===== src/rtl/proba_sequencer.sv =====
// Run sequencer for the line-follower car: debounced track select, start countdown,
// run supervision (finish, line loss, timeout, operator stop) on a 1 Hz internal tick.
module proba_sequencer #(
  parameter int unsigned SEC_DIV     = 50_000_000,
  parameter int unsigned START_SEC   = 5,
  parameter int unsigned RUN_MAX_SEC = 120,
  parameter int unsigned LOST_CYC    = 1_000_000
) (
  input  logic       clk,
  input  logic       reset,
  input  logic       buton,
  input  logic       finish,
  input  logic       line_lost,
  output logic [1:0] circuit,
  output logic       led1,
  output logic       led2,
  output logic       led3,
  output logic [2:0] countdown,
  output logic       move_en,
  output logic [7:0] run_sec,
  output logic       done,
  output logic       fault
);

  localparam int unsigned PW = (SEC_DIV > 1) ? $clog2(SEC_DIV) : 1;
  localparam int unsigned LW = $clog2(LOST_CYC + 1);

  typedef enum logic [2:0] {
    S_IDLE,
    S_COUNTDOWN,
    S_RUN,
    S_DONE,
    S_FAULT
  } state_t;

  state_t        state;
  logic [2:0]    btn_sync;
  logic [PW-1:0] lockout;
  logic [PW-1:0] presc;
  logic [LW-1:0] lost_cnt;
  logic          finish_q;

  logic          press;
  logic          accept;
  logic          tick;
  logic          lost_hit;
  logic          presc_clr;
  logic [1:0]    circuit_inc;
  logic [7:0]    run_sec_inc;

  function automatic logic [2:0] led_decode(input logic [1:0] c);
    case (c)
      2'd1:    return 3'b100;
      2'd2:    return 3'b010;
      2'd3:    return 3'b001;
      default: return 3'b000;
    endcase
  endfunction

  // btn_sync[1:0] is the synchronizer, btn_sync[2] the previous value for edge detect
  assign press       = btn_sync[1] & ~btn_sync[2];
  assign accept      = press && (lockout == '0);
  assign tick        = (presc == PW'(SEC_DIV - 1));
  assign circuit_inc = circuit + 2'd1;
  assign run_sec_inc = (run_sec == 8'd255) ? run_sec : run_sec + 8'd1;
  assign lost_hit    = line_lost && (lost_cnt == LW'(LOST_CYC - 1));
  assign presc_clr   = ((state == S_IDLE) && accept) ||
                       ((state == S_COUNTDOWN) && (accept || (tick && countdown == 3'd1)));

  always_ff @(posedge clk) begin
    if (reset) btn_sync <= '0;
    else       btn_sync <= {btn_sync[1:0], buton};
  end

  // Lockout loaded so that an edge SEC_DIV cycles after the accepted one is taken again
  always_ff @(posedge clk) begin
    if (reset)               lockout <= '0;
    else if (accept)         lockout <= PW'(SEC_DIV - 1);
    else if (lockout != '0)  lockout <= lockout - PW'(1);
  end

  always_ff @(posedge clk) begin
    if (reset)                  presc <= '0;
    else if (presc_clr || tick) presc <= '0;
    else                        presc <= presc + PW'(1);
  end

  always_ff @(posedge clk) begin
    if (reset)                               lost_cnt <= '0;
    else if (state == S_RUN && line_lost)    lost_cnt <= lost_cnt + LW'(1);
    else                                     lost_cnt <= '0;
  end

  always_ff @(posedge clk) begin
    if (reset) finish_q <= 1'b0;
    else       finish_q <= finish;
  end

  always_ff @(posedge clk) begin
    if (reset) begin
      state              <= S_IDLE;
      circuit            <= 2'd0;
      {led1, led2, led3} <= 3'b000;
      countdown          <= 3'd0;
      move_en            <= 1'b0;
      run_sec            <= 8'd0;
      done               <= 1'b0;
      fault              <= 1'b0;
    end else begin
      case (state)
        S_IDLE: begin
          if (accept) begin
            state              <= S_COUNTDOWN;
            circuit            <= 2'd1;
            {led1, led2, led3} <= led_decode(2'd1);
            countdown          <= 3'(START_SEC);
          end
        end
        S_COUNTDOWN: begin
          if (accept) begin
            circuit            <= circuit_inc;
            {led1, led2, led3} <= led_decode(circuit_inc);
            if (circuit_inc == 2'd0) begin
              state     <= S_IDLE;
              countdown <= 3'd0;
            end else begin
              countdown <= 3'(START_SEC);
            end
          end else if (tick) begin
            if (countdown == 3'd1) begin
              state     <= S_RUN;
              countdown <= 3'd0;
              run_sec   <= 8'd0;
              move_en   <= 1'b1;
            end else begin
              countdown <= countdown - 3'd1;
            end
          end
        end
        S_RUN: begin
          // Operator stop outranks finish, which outranks line loss, then timeout
          if (accept) begin
            state              <= S_IDLE;
            circuit            <= 2'd0;
            {led1, led2, led3} <= 3'b000;
            move_en            <= 1'b0;
            run_sec            <= 8'd0;
          end else begin
            if (tick) run_sec <= run_sec_inc;
            if (finish_q) begin
              state   <= S_DONE;
              move_en <= 1'b0;
              done    <= 1'b1;
            end else if (lost_hit || (tick && run_sec_inc == 8'(RUN_MAX_SEC))) begin
              state   <= S_FAULT;
              move_en <= 1'b0;
              fault   <= 1'b1;
            end
          end
        end
        S_DONE, S_FAULT: begin
          if (accept) begin
            state              <= S_IDLE;
            circuit            <= 2'd0;
            {led1, led2, led3} <= 3'b000;
            run_sec            <= 8'd0;
            done               <= 1'b0;
            fault              <= 1'b0;
          end
        end
        default: state <= S_IDLE;
      endcase
    end
  end

endmodule


===== config.mk =====
export PLATFORM = sky130hd
export DESIGN_NAME = proba_sequencer
export DESIGN_NICKNAME = d
export VERILOG_FILES = /design/src/rtl/proba_sequencer.sv
export SDC_FILE = /design/constraint.sdc
export NUM_CORES = 1
export LEC_CHECK = 0
export ABC_AREA = 1
export BUFFER_PORTS_ARGS = -buffer_cell sky130_fd_sc_hd__buf_2
export CORE_MARGIN = 5
export CORE_UTILIZATION = 55
export DETAILED_ROUTE_END_ITERATION = 8
export GPL_ROUTABILITY_DRIVEN = 1
export GPL_TIMING_DRIVEN = 1
export PLACE_DENSITY = 0.71
export SYNTH_ARGS = -nofsm -noshare
export SYNTH_HDL_FRONTEND = slang
export SYNTH_SLANG_ARGS = --single-unit

===== constraint.sdc =====
create_clock -name clk -period 2.3 [get_ports clk]
set_input_delay 0.345 -clock clk [delete_from_list [all_inputs] [get_ports clk]]
set_output_delay 0.345 -clock clk [all_outputs]
set_load 0.05 [all_outputs]

==> results.toml <==
[run_status]
status = "finished clean"

[die]
row_count = 35
die_h_um = 108
die_area_sq_um = 11600
io_pins = 24
die_w_um = 108
core-area_sq_um = 9280
start_util_pct = 56.5

[sta]
fin_crit_sh_pct = 91.2
worst_pin_slew_ps = 506
rsz0062_at_grt = "false"
whs_ps = 184
setup_tns_ps = 0
fmax_ghz = 0.477
max_slew_margin_pct = 66.1
fin_skew_ps = 14.1
slew_viol_final = 0
hold_viol = 0
finalSetupViolCount = 0
period_minus_slack_ps = 2100

[clock_network]
cts_tree = "yes"
clock-root-buffer = "clkbuf_8"
clockBufferDepth = 2
cts_hold_buf = 0
clk_pin_slew_ps = 100
cts_sinks = 98
clk_latency_ps = 360
htreeDepth = 3
numCtsBuffers = 9
post_cts_buffers = 0

[drt]
viasPerCell = 5.22
drc = 0
first_pass_iters = 5
drt-wirelength-per-cell_um = 12.4
drt_iter0_markers = 241
routed-via-count = 4858
routed_wl_mm = 11.5
antenna_left = 0

[synthesis]
synth_edf_count = 0
async_reset_ff_share_pct = 0
yosysTopAreaCellShare_pct = 37.4
yosysWarnings = 0
synth_most_common_cell = "nand2_1"
ys_ff_latch = 98
yosysSeqAreaShare_pct = 37.4
yosys-top-cells-count = "150 x nand2_1, 129 x nor2_1, 98 x dfxtp_1, 83 x inv_1, 58 x nand3_1"
yosys.area.top_type = "dfxtp_1"
ys.flop_type = "dfxtp_1"
syn_inst = 767
syn_area_sq_um = 5250
synth_cell_types = 42
postSynthAreaPerCell_sq_um = 6.84
synth_area_leaders = "dfxtp_1 37%, nand2_1 11%, nor2_1 9.2%, inv_1 5.9%, nand3_1 5.5%"
syn_nets = 782

[worst_setup_path]
required_ps = 2550
worst-r2r-setup-slack_ps = 200
cp-end-kind = "flop"
worstPathArrival_ps = 2340
path_class = "reg2reg"
crit_fanout = 26
cp-start-kind = "flop"

[global_route]
grt.total_usage_pct = 21.0
first_global_vias = 4463
grt_max_degree = 32
antenna_found_initial = 0
grt_pass1_wl_mm = 20.2
overflow = 0

[power]
p_per_area_nw_per_um2 = 1050
p_leak_nw = 2.31
ir_drop_mv = 0.594

[layout]
final_cells = 930
finish.instance_area_sq_um = 5780
final_core_util_pct = 62.3
antenna_cells = 0
drive_gt1_share_pct = 12.1
finalNetCount = 811
area_delta_synth_final_pct = 10.3

[placed_design]
gp_congestion = 0.939
io_buffers = 23
placed_area_sq_um = 5520
dp_hpwl_mm = 8.66
dp.cells = 914

[job]
cap_violations = 0

[hold_path]
hold_path_class = "in2reg"
[cells by family after synthesis]
kind of cell / Yosys count / synth area share [%]
and+or+nand+nor: 428 / 37.6
DFF: 98 / 37.4
buffers and inverters: 100 / 7.37
adders and majority gates: 10 / 2.39
AOI/OAI and AO/OA: 110 / 11.8
xor gates and xnor gates: 21 / 3.51
[report_power, final]
group	internal (mW)	total, mW	leakage, nW	switching [mW]
clock network	0.625	1.26	0.115	0.632
registers	1.94	2.19	0.796	0.243
logic	0.903	2.63	1.40	1.73
total	3.47	6.08	2.31	2.60
[registers in the layout, summed over array words and instances (netlist names), 2 cells and up]
signal     count
run_sec        8
presc         26
lost_cnt      20
lockout       26
circuit        2
btn_sync       3
countdown      3
state          3
[per-layer routing]
| layer | vias to the layer above | GRT usage, % | wire length [um] |
|---|---|---|---|
| met3 | 14 | 3.48 | 445 |
| li1 | 2559 | - | - |
| met5 | - | 0 | 0 |
| met2 | 89 | 34.4 | 5330 |
| met4 | 0 | 5.86 | 154 |
| met1 | 2196 | 28.5 | 5560 |
[stage by stage]
stage          total power [mW]  setup slack [ps]
2_1_floorplan              4.27              74.7
3_3_place_gp               4.74               260
3_5_place_dp               4.77               214
4_1_cts                    6.04               179
5_1_grt                    6.59              10.7
6_report                   6.08               201
[critical path: stages (launching register included)]
cell and delay (ps):
dfxtp_1 320, inv_1 90, ha_2 230, nand2_2 110, nor2_8 160, nand3_2 120
nor2_4 130, nand2_2 130, inv_2 150, nand2_2 80, nand3_4 240, o21bai_1 160
a21oi_1 60
[area by class of cell]
class / count / area, sq um
clock buffers: 9 / 124
clock inverters: 7 / 100
fillers: 909 / 3500
inverters: 87 / 327
multi-input cells: 569 / 2930
flip-flops and latches: 98 / 1960
well taps: 129 / 161
repair buffers: 31 / 175
[what timing repair did]
action,4_1_cts,5_1_grt
gates resized for setup,0,10
endpoints found under the setup margin,0,12
hold endpoints to repair,0,0
[placed cells by master (no fill, tap or decap), types with 3 or more instances in the layout]
| master | synthesis | layout |
|---|---|---|
| a31oi_1 | 5 | 5 |
| a21oi_1 | 57 | 57 |
| ha_1 | 10 | 9 |
| o21ai_0 | 22 | 22 |
| nor4_1 | 7 | 7 |
| nor2_2 | 7 | 6 |
| o21a_1 | 4 | 4 |
| nor3b_1 | 4 | 4 |
| nand4_1 | 11 | 11 |
| buf_2 | 3 | 23 |
| nand2_2 | 6 | 7 |
| nand3_1 | 58 | 56 |
| nor2_4 | 5 | 6 |
| a211oi_1 | 9 | 7 |
| clkbuf_8 | 0 | 9 |
| nor3_1 | 27 | 27 |
| nand3_2 | 2 | 4 |
| inv_2 | 3 | 3 |
| xnor2_1 | 10 | 10 |
| nand2_4 | 3 | 3 |
| nand2_1 | 150 | 149 |
| nor2_1 | 129 | 129 |
| o21ai_2 | 1 | 3 |
| or2_2 | 9 | 9 |
| buf_4 | 0 | 8 |
| dfxtp_1 | 98 | 97 |
| o21bai_1 | 3 | 3 |
| xor2_1 | 11 | 11 |
| inv_6 | 0 | 3 |
| inv_1 | 83 | 83 |
[final timing paths]
check,start,end,cells after the start
max,lockout[0],presc[18],12
min,finish,finish_q,3
max reg2reg,lockout[0],presc[18],12
min reg2reg,btn_sync[0],btn_sync[1],2
No activity file was read; power rests on OpenSTA's default activity.
